**config.mk**
```make
export PLATFORM = sky130hd
export DESIGN_NAME = keypad_scan_ctrl
export DESIGN_NICKNAME = d
export VERILOG_FILES = /design/src/rtl/keypad_scan_ctrl.sv
export SDC_FILE = /design/constraint.sdc
export NUM_CORES = 1
export LEC_CHECK = 0
export ABC_CLOCK_PERIOD_IN_PS = 3350
export CAP_MARGIN = 20
export CORE_ASPECT_RATIO = 1.1
export CORE_MARGIN = 2
export CORE_UTILIZATION = 24
export DETAILED_ROUTE_END_ITERATION = 8
export PLACE_DENSITY_LB_ADDON = 0.1
export SYNTH_ARGS = -nofsm -noshare
export SYNTH_HDL_FRONTEND = slang
export SYNTH_SLANG_ARGS = --single-unit
```
**constraint.sdc**
```tcl
create_clock -name clk -period 3.35 [get_ports clk]
set_input_delay 0.5025 -clock clk [delete_from_list [all_inputs] [get_ports clk]]
set_output_delay 0.5025 -clock clk [all_outputs]
set_load 0.005 [all_outputs]
```
**src/rtl/keypad_scan_ctrl.sv**
```systemverilog
// 4x4 keypad scanner: one-hot-zero column drive, synchronised and debounced rows, key-code FIFO on a bus window.
// Scan FSM advances only on tick; rd_data is registered one clk after rd_en; full FIFO drops codes and sets overflow.
module keypad_scan_ctrl #(
  parameter int DEBOUNCE_TICKS = 3,
  parameter int FIFO_DEPTH     = 8
) (
  input  logic        clk,
  input  logic        rst_n,
  input  logic        tick,
  input  logic [3:0]  rows,
  output logic [3:0]  cols,
  input  logic        rd_en,
  input  logic        wr_en,
  input  logic [1:0]  addr,
  input  logic [31:0] wr_data,
  output logic [31:0] rd_data,
  output logic        irq
);
  localparam int            PW       = $clog2(FIFO_DEPTH);
  localparam int            CW       = $clog2(DEBOUNCE_TICKS + 1);
  localparam logic [CW-1:0] DT       = CW'(DEBOUNCE_TICKS);
  localparam logic [PW:0]   FULL_CNT = (PW+1)'(FIFO_DEPTH);

  typedef enum logic [1:0] {S_SCAN, S_DEBOUNCE, S_HELD} state_t;

  state_t        r_state, w_state_nxt;
  logic [3:0]    r_sync, r_rs, r_cols;
  logic [1:0]    r_col_idx, r_row, w_col_nxt, w_row_nxt, w_low_row;
  logic [CW-1:0] r_ctr, w_ctr_nxt, w_ctr_inc;
  logic          w_any, w_same, w_push;
  logic [3:0]    w_push_code;

  logic [3:0]    r_mem [FIFO_DEPTH];
  logic [PW-1:0] r_wptr, r_rptr;
  logic [PW:0]   r_count;
  logic          r_ovf;
  logic [31:0]   r_rd_data;
  logic [7:0]    w_count8;
  logic          w_empty, w_full, w_pop, w_flush, w_clr_ovf, w_push_ok;
  logic          w_unused;

  always_ff @(posedge clk or negedge rst_n) begin
    if (!rst_n) begin
      r_sync <= 4'hF;
      r_rs   <= 4'hF;
    end else begin
      r_sync <= rows;
      r_rs   <= r_sync;
    end
  end

  always_comb begin
    w_low_row = 2'd0;
    if      (!r_rs[0]) w_low_row = 2'd0;
    else if (!r_rs[1]) w_low_row = 2'd1;
    else if (!r_rs[2]) w_low_row = 2'd2;
    else if (!r_rs[3]) w_low_row = 2'd3;
  end

  assign w_any     = (r_rs != 4'hF);
  assign w_same    = w_any && (w_low_row == r_row);
  assign w_ctr_inc = r_ctr + CW'(1);

  always_ff @(posedge clk or negedge rst_n) begin
    if (!rst_n) begin
      r_state   <= S_SCAN;
      r_col_idx <= 2'd0;
      r_row     <= 2'd0;
      r_ctr     <= '0;
      r_cols    <= 4'b1110;
    end else begin
      r_state   <= w_state_nxt;
      r_col_idx <= w_col_nxt;
      r_row     <= w_row_nxt;
      r_ctr     <= w_ctr_nxt;
      r_cols    <= ~(4'b0001 << w_col_nxt);
    end
  end

  always_comb begin
    w_state_nxt = r_state;
    if (tick) begin
      case (r_state)
        S_SCAN:     if (w_any) w_state_nxt = (DEBOUNCE_TICKS == 1) ? S_HELD : S_DEBOUNCE;
        S_DEBOUNCE: if (!w_same) w_state_nxt = S_SCAN;
                    else if (w_ctr_inc == DT) w_state_nxt = S_HELD;
        S_HELD:     if (!w_any && (w_ctr_inc == DT)) w_state_nxt = S_SCAN;
        default:    w_state_nxt = S_SCAN;
      endcase
    end
  end

  // Columns stay parked on the pressed key through DEBOUNCE and HELD, so rs only ever shows that column.
  always_comb begin
    w_push      = 1'b0;
    w_col_nxt   = r_col_idx;
    w_row_nxt   = r_row;
    w_ctr_nxt   = r_ctr;
    w_push_code = (r_state == S_SCAN) ? {w_low_row, r_col_idx} : {r_row, r_col_idx};
    if (tick) begin
      case (r_state)
        S_SCAN: begin
          if (w_any) begin
            w_row_nxt = w_low_row;
            w_push    = (DEBOUNCE_TICKS == 1);
            w_ctr_nxt = (DEBOUNCE_TICKS == 1) ? '0 : CW'(1);
          end else begin
            w_col_nxt = r_col_idx + 2'd1;
          end
        end
        S_DEBOUNCE: begin
          if (!w_same) begin
            w_col_nxt = r_col_idx + 2'd1;
            w_ctr_nxt = '0;
          end else if (w_ctr_inc == DT) begin
            w_push    = 1'b1;
            w_ctr_nxt = '0;
          end else begin
            w_ctr_nxt = w_ctr_inc;
          end
        end
        S_HELD: begin
          if (w_any) begin
            w_ctr_nxt = '0;
          end else if (w_ctr_inc == DT) begin
            w_ctr_nxt = '0;
            w_col_nxt = r_col_idx + 2'd1;
          end else begin
            w_ctr_nxt = w_ctr_inc;
          end
        end
        default: w_ctr_nxt = '0;
      endcase
    end
  end

  assign w_empty   = (r_count == '0);
  assign w_full    = (r_count == FULL_CNT);
  assign w_pop     = rd_en && (addr == 2'd0) && !w_empty;
  assign w_flush   = wr_en && (addr == 2'd2) && wr_data[1];
  assign w_clr_ovf = wr_en && (addr == 2'd2) && wr_data[0];
  // A same-clk pop frees the slot, so a push into a full FIFO still lands.
  assign w_push_ok = w_push && (!w_full || w_pop) && !w_flush;
  assign w_count8  = 8'(r_count);
  assign w_unused  = &{1'b0, wr_data[31:2]};

  always_ff @(posedge clk) begin
    if (w_push_ok) r_mem[r_wptr] <= w_push_code;
  end

  always_ff @(posedge clk or negedge rst_n) begin
    if (!rst_n) begin
      r_wptr  <= '0;
      r_rptr  <= '0;
      r_count <= '0;
      r_ovf   <= 1'b0;
    end else begin
      if (w_flush) begin
        r_wptr  <= '0;
        r_rptr  <= '0;
        r_count <= '0;
      end else begin
        if (w_push_ok) r_wptr <= r_wptr + PW'(1);
        if (w_pop)     r_rptr <= r_rptr + PW'(1);
        if (w_push_ok && !w_pop)      r_count <= r_count + (PW+1)'(1);
        else if (w_pop && !w_push_ok) r_count <= r_count - (PW+1)'(1);
      end
      if (w_push && w_full && !w_pop && !w_flush) r_ovf <= 1'b1;
      else if (w_clr_ovf)                         r_ovf <= 1'b0;
    end
  end

  always_ff @(posedge clk or negedge rst_n) begin
    if (!rst_n) begin
      r_rd_data <= '0;
    end else if (rd_en) begin
      case (addr)
        2'd0:    r_rd_data <= w_empty ? 32'd0 : {27'd0, 1'b1, r_mem[r_rptr]};
        2'd1:    r_rd_data <= {16'd0, w_count8, 5'd0, r_ovf, w_full, w_empty};
        default: r_rd_data <= 32'd0;
      endcase
    end
  end

  assign cols    = r_cols;
  assign rd_data = r_rd_data;
  assign irq     = !w_empty;
endmodule

```
==> flow_metrics.env <==
export IMPL_status="finished, final reports clean"
export IMPL_crit_path_start="r_rs[0]"
export IMPL_synthTopCellsByArea="edfxtp_1, dfrtp_1, dfstp_2"
export IMPL_ys_flop_type="edfxtp_1"
export IMPL_cpPeakStageDelay_ns=0.63
export IMPL_p_sw_w=0.000989
export IMPL_ys_seq_elements=72
export IMPL_dr_max_layer_used="met4"
export IMPL_hold_ws_ns=0.0882
export IMPL_clock_sinks=72
export IMPL_crit_path_end="r_count[3]"
export IMPL_rr_worst_depth=11
export IMPL_timing_rr_start="r_rs[0]"
export IMPL_num_antenna_cells=0
export IMPL_slowest_stage="dfstp_2"
export IMPL_design_area_mm2=0.00421
export IMPL_initial_core_util_pct=24.7
export IMPL_cts_made_buffers=9
export IMPL_crit_buf_inv=0
export IMPL_crit_chain="nor2b_1 -> a311oi_1 -> nor4_4 -> nand2_2 -> or3_1 -> ha_1 -> a21o_1 -> a21oi_1 -> nand2_1 -> or4_1 -> a31oi_1"
export IMPL_rrSetupSlack_ns=0.29
export IMPL_fin_worst_skew_ns=0.0100
export IMPL_async_flop_share_pct=55.6
export IMPL_tightest_slew_ns=0.835
export IMPL_cts_buffer_depth=2
export IMPL_comb_power_share_pct=27.1
export IMPL_synth_cell_area_mm2=0.00343
export IMPL_layout_common_cells="edfxtp_1, dfrtp_1, nand2_1"
export IMPL_cp_end_kind="flop"
export IMPL_dpl_hpwl_um=5100
export IMPL_fin_crit_ns=3.06
export IMPL_rows=45
export IMPL_crit_cells=11
export IMPL_arrival_ns=3.31
export IMPL_peakVddDrop_mv=0.274
export IMPL_min_path_type="primary input to asynchronous set/reset pin"
export IMPL_power_density_mw_per_mm2=745
export IMPL_min_period_over_period_pct=91.3
export IMPL_drtIter0Drc=101
export IMPL_grt_max_degree=41
export IMPL_synthCells=288
export IMPL_cp_start_kind="flop"
export IMPL_seqPwrFrac_pct=43.3
export IMPL_core_region_area_mm2=0.0139
export IMPL_grt_ovfl_total=0
export IMPL_routedWlPerCell_um=13.5
export IMPL_cts_tree="yes"
export IMPL_cap_viol_max_count=0
export IMPL_antenna_found_initial=0
export IMPL_fin_setup_tns_ns=0
export IMPL_final_common_cell="edfxtp_1"
export IMPL_drive_gt1_share_pct=18.5
export IMPL_syn_to_final_growth_pct=22.7
export IMPL_synth_edf_count=32
export IMPL_synth_top_area_share_pct=28.0
export IMPL_dpl_cell_count=506
export IMPL_fp_dieW_um=118
export IMPL_cts_resized=0
export IMPL_syn_avg_cell_area_um2=11.9
export IMPL_track_usage_pct=10.1
export IMPL_switching_share_pct=31.5
export IMPL_finalNetCount=378
export IMPL_cts_setup_buffers=0
export IMPL_dpl_cell_area_mm2=0.00390
export IMPL_dr_wl_met3_um=314
export IMPL_path_class="flop to flop"
export IMPL_grt_pass1_wl_um=11700
export IMPL_ctsHtreeMaxLevel=3
export IMPL_p_leak_nw=1.59
export IMPL_clock_latency_ns=0.34
export IMPL_io_pins=80
export IMPL_drtPass1Iterations=4
export IMPL_synth_area_leader_cell="edfxtp_1"
export IMPL_slew_headroom_pct=43.8
export IMPL_final_max_slew_viol_count=0
export IMPL_crit_family="simple AND/OR/NAND/NOR gates"
export IMPL_reg2reg_to="r_count[3]"
export IMPL_rsz0062_at_grt="no"
export IMPL_wl_met2_um=3710
export IMPL_cts_hold_buffers_added=0
export IMPL_root_buffer="clkbuf_16"
export IMPL_final_setup_viol_count=0
export IMPL_fin_util_pct=30.3
export IMPL_dieArea_mm2=0.0153
export IMPL_wl_met1_um=2980
export IMPL_nFillCells=1455
export IMPL_intPower_w=0.00215
export IMPL_fin_cells=523
export IMPL_vias=2151
export IMPL_max_freq_mhz=327
export IMPL_grt_pass1_vias=2182
export IMPL_ant_nets=0
export IMPL_via_per_inst=4.11
export IMPL_path_max_fanout=10
export IMPL_drc_errors=0
export IMPL_die_h_um=129
export IMPL_routed_wl_um=7080
export IMPL_finalHoldViolations=0
export IMPL_ys_warn_count=0
export IMPL_ys_seq_area_share_pct=57.6
export IMPL_gp_congestion=0.715
export IMPL_port_buffers=26
export IMPL_clockPowerShare_pct=29.5
export IMPL_yosysUniqueCellTypes=51
export IMPL_path_clk_slew_ns=0.06
export IMPL_required_ns=3.60
[cells in the mapped netlist (4+ instances only)]
master / n
nand2b_1: 9
o22ai_1: 7
dfstp_2: 11
xnor2_1: 5
nand3_1: 5
o21ai_0: 8
inv_1: 17
a21oi_1: 13
nor2b_1: 4
buf_4: 24
nor2_1: 18
a31oi_1: 4
mux2i_1: 6
dfrtp_1: 29
clkbuf_1: 7
nor3_1: 6
nand2_1: 27
edfxtp_1: 32
ha_1: 4
mux4_2: 8
[registers in the layout (all words and copies together), names as in the netlist]
register	cells
r_state	2
r_rs	4
r_col_idx	2
r_mem	32
rd_data	9
r_sync	4
r_count	4
r_row	2
cols	4
r_ctr	2
r_wptr	3
r_ovf	1
r_rptr	3
[how the worst min path moves through the flow]
| stage | slack, ns | depth (start not counted) | end | start |
|---|---|---|---|---|
| global route | 0.10 | 1 | r_rptr[1] | rst_n |
| floorplan | 0.21 | 0 | cols[0] | rst_n |
| finish | 0.09 | 1 | r_count[0] | rst_n |
| global placement | 0.35 | 0 | r_rs[3] | r_sync[3] |
| CTS | 0.35 | 0 | r_rs[3] | r_sync[3] |
| detailed placement | 0.35 | 0 | r_rs[2] | r_sync[2] |
[per-layer routing]
layer | up-vias | global-route usage [%]
met5 | - | 0
met1 | 1033 | 11.5
met2 | 48 | 17.4
met3 | 8 | 3.57
li1 | 1062 | -
met4 | 0 | 4.39
[kinds of logic after synthesis]
family                   count (synthesis)  share of synthesized area [%]
AND/OR/NAND/NOR                         87                           13.1
AO/OA/AOI/OAI                           50                           9.66
XOR/XNOR                                 8                           2.04
adder cells (fa/ha/maj)                  5                           2.04
multiplexers                            14                           7.00
flip-flops                              72                           57.6
buffers and inverters                   51                           8.46
other                                    1                          0.109
[stage by stage]
stage          setup WS [ns]  total power (W)
2_1_floorplan          0.266          0.00192
3_3_place_gp        -0.00548          0.00224
3_5_place_dp         -0.0402          0.00225
4_1_cts                0.274          0.00320
5_1_grt               0.0912          0.00336
6_report               0.291          0.00314
[power groups by stage]
stage / Sequential (W) / Combinational [W] / Clock (W)
final: 0.00136 / 0.000850 / 0.000927
after CTS: 0.00138 / 0.000863 / 0.000962
after global placement: 0.00139 / 0.000846 / 0
after global routing: 0.00140 / 0.000959 / 0.000998
after detailed placement: 0.00139 / 0.000860 / 0
after floorplan: 0.00126 / 0.000661 / 0
[worst register-to-register path, cell delays in order (launching register included)]
cell      delay, ns
dfstp_2        0.63
nor2b_1        0.16
a311oi_1       0.09
nor4_4         0.32
nand2_2        0.10
or3_1          0.35
ha_1           0.29
a21o_1         0.18
a21oi_1        0.21
nand2_1        0.09
or4_1          0.40
a31oi_1        0.17
[final cells by class]
class	instances	area (µm²)	share of cell area (%)
sequential	72	1980	46.9
multi-input combinational	187	1250	29.6
timing repair buffer	43	395	9.39
clock buffer	11	264	6.27
tap	188	235	5.59
inverter	17	63.8	1.52
clock inverter	5	28.8	0.684
Note: power is estimated with default switching activity, not from simulation.
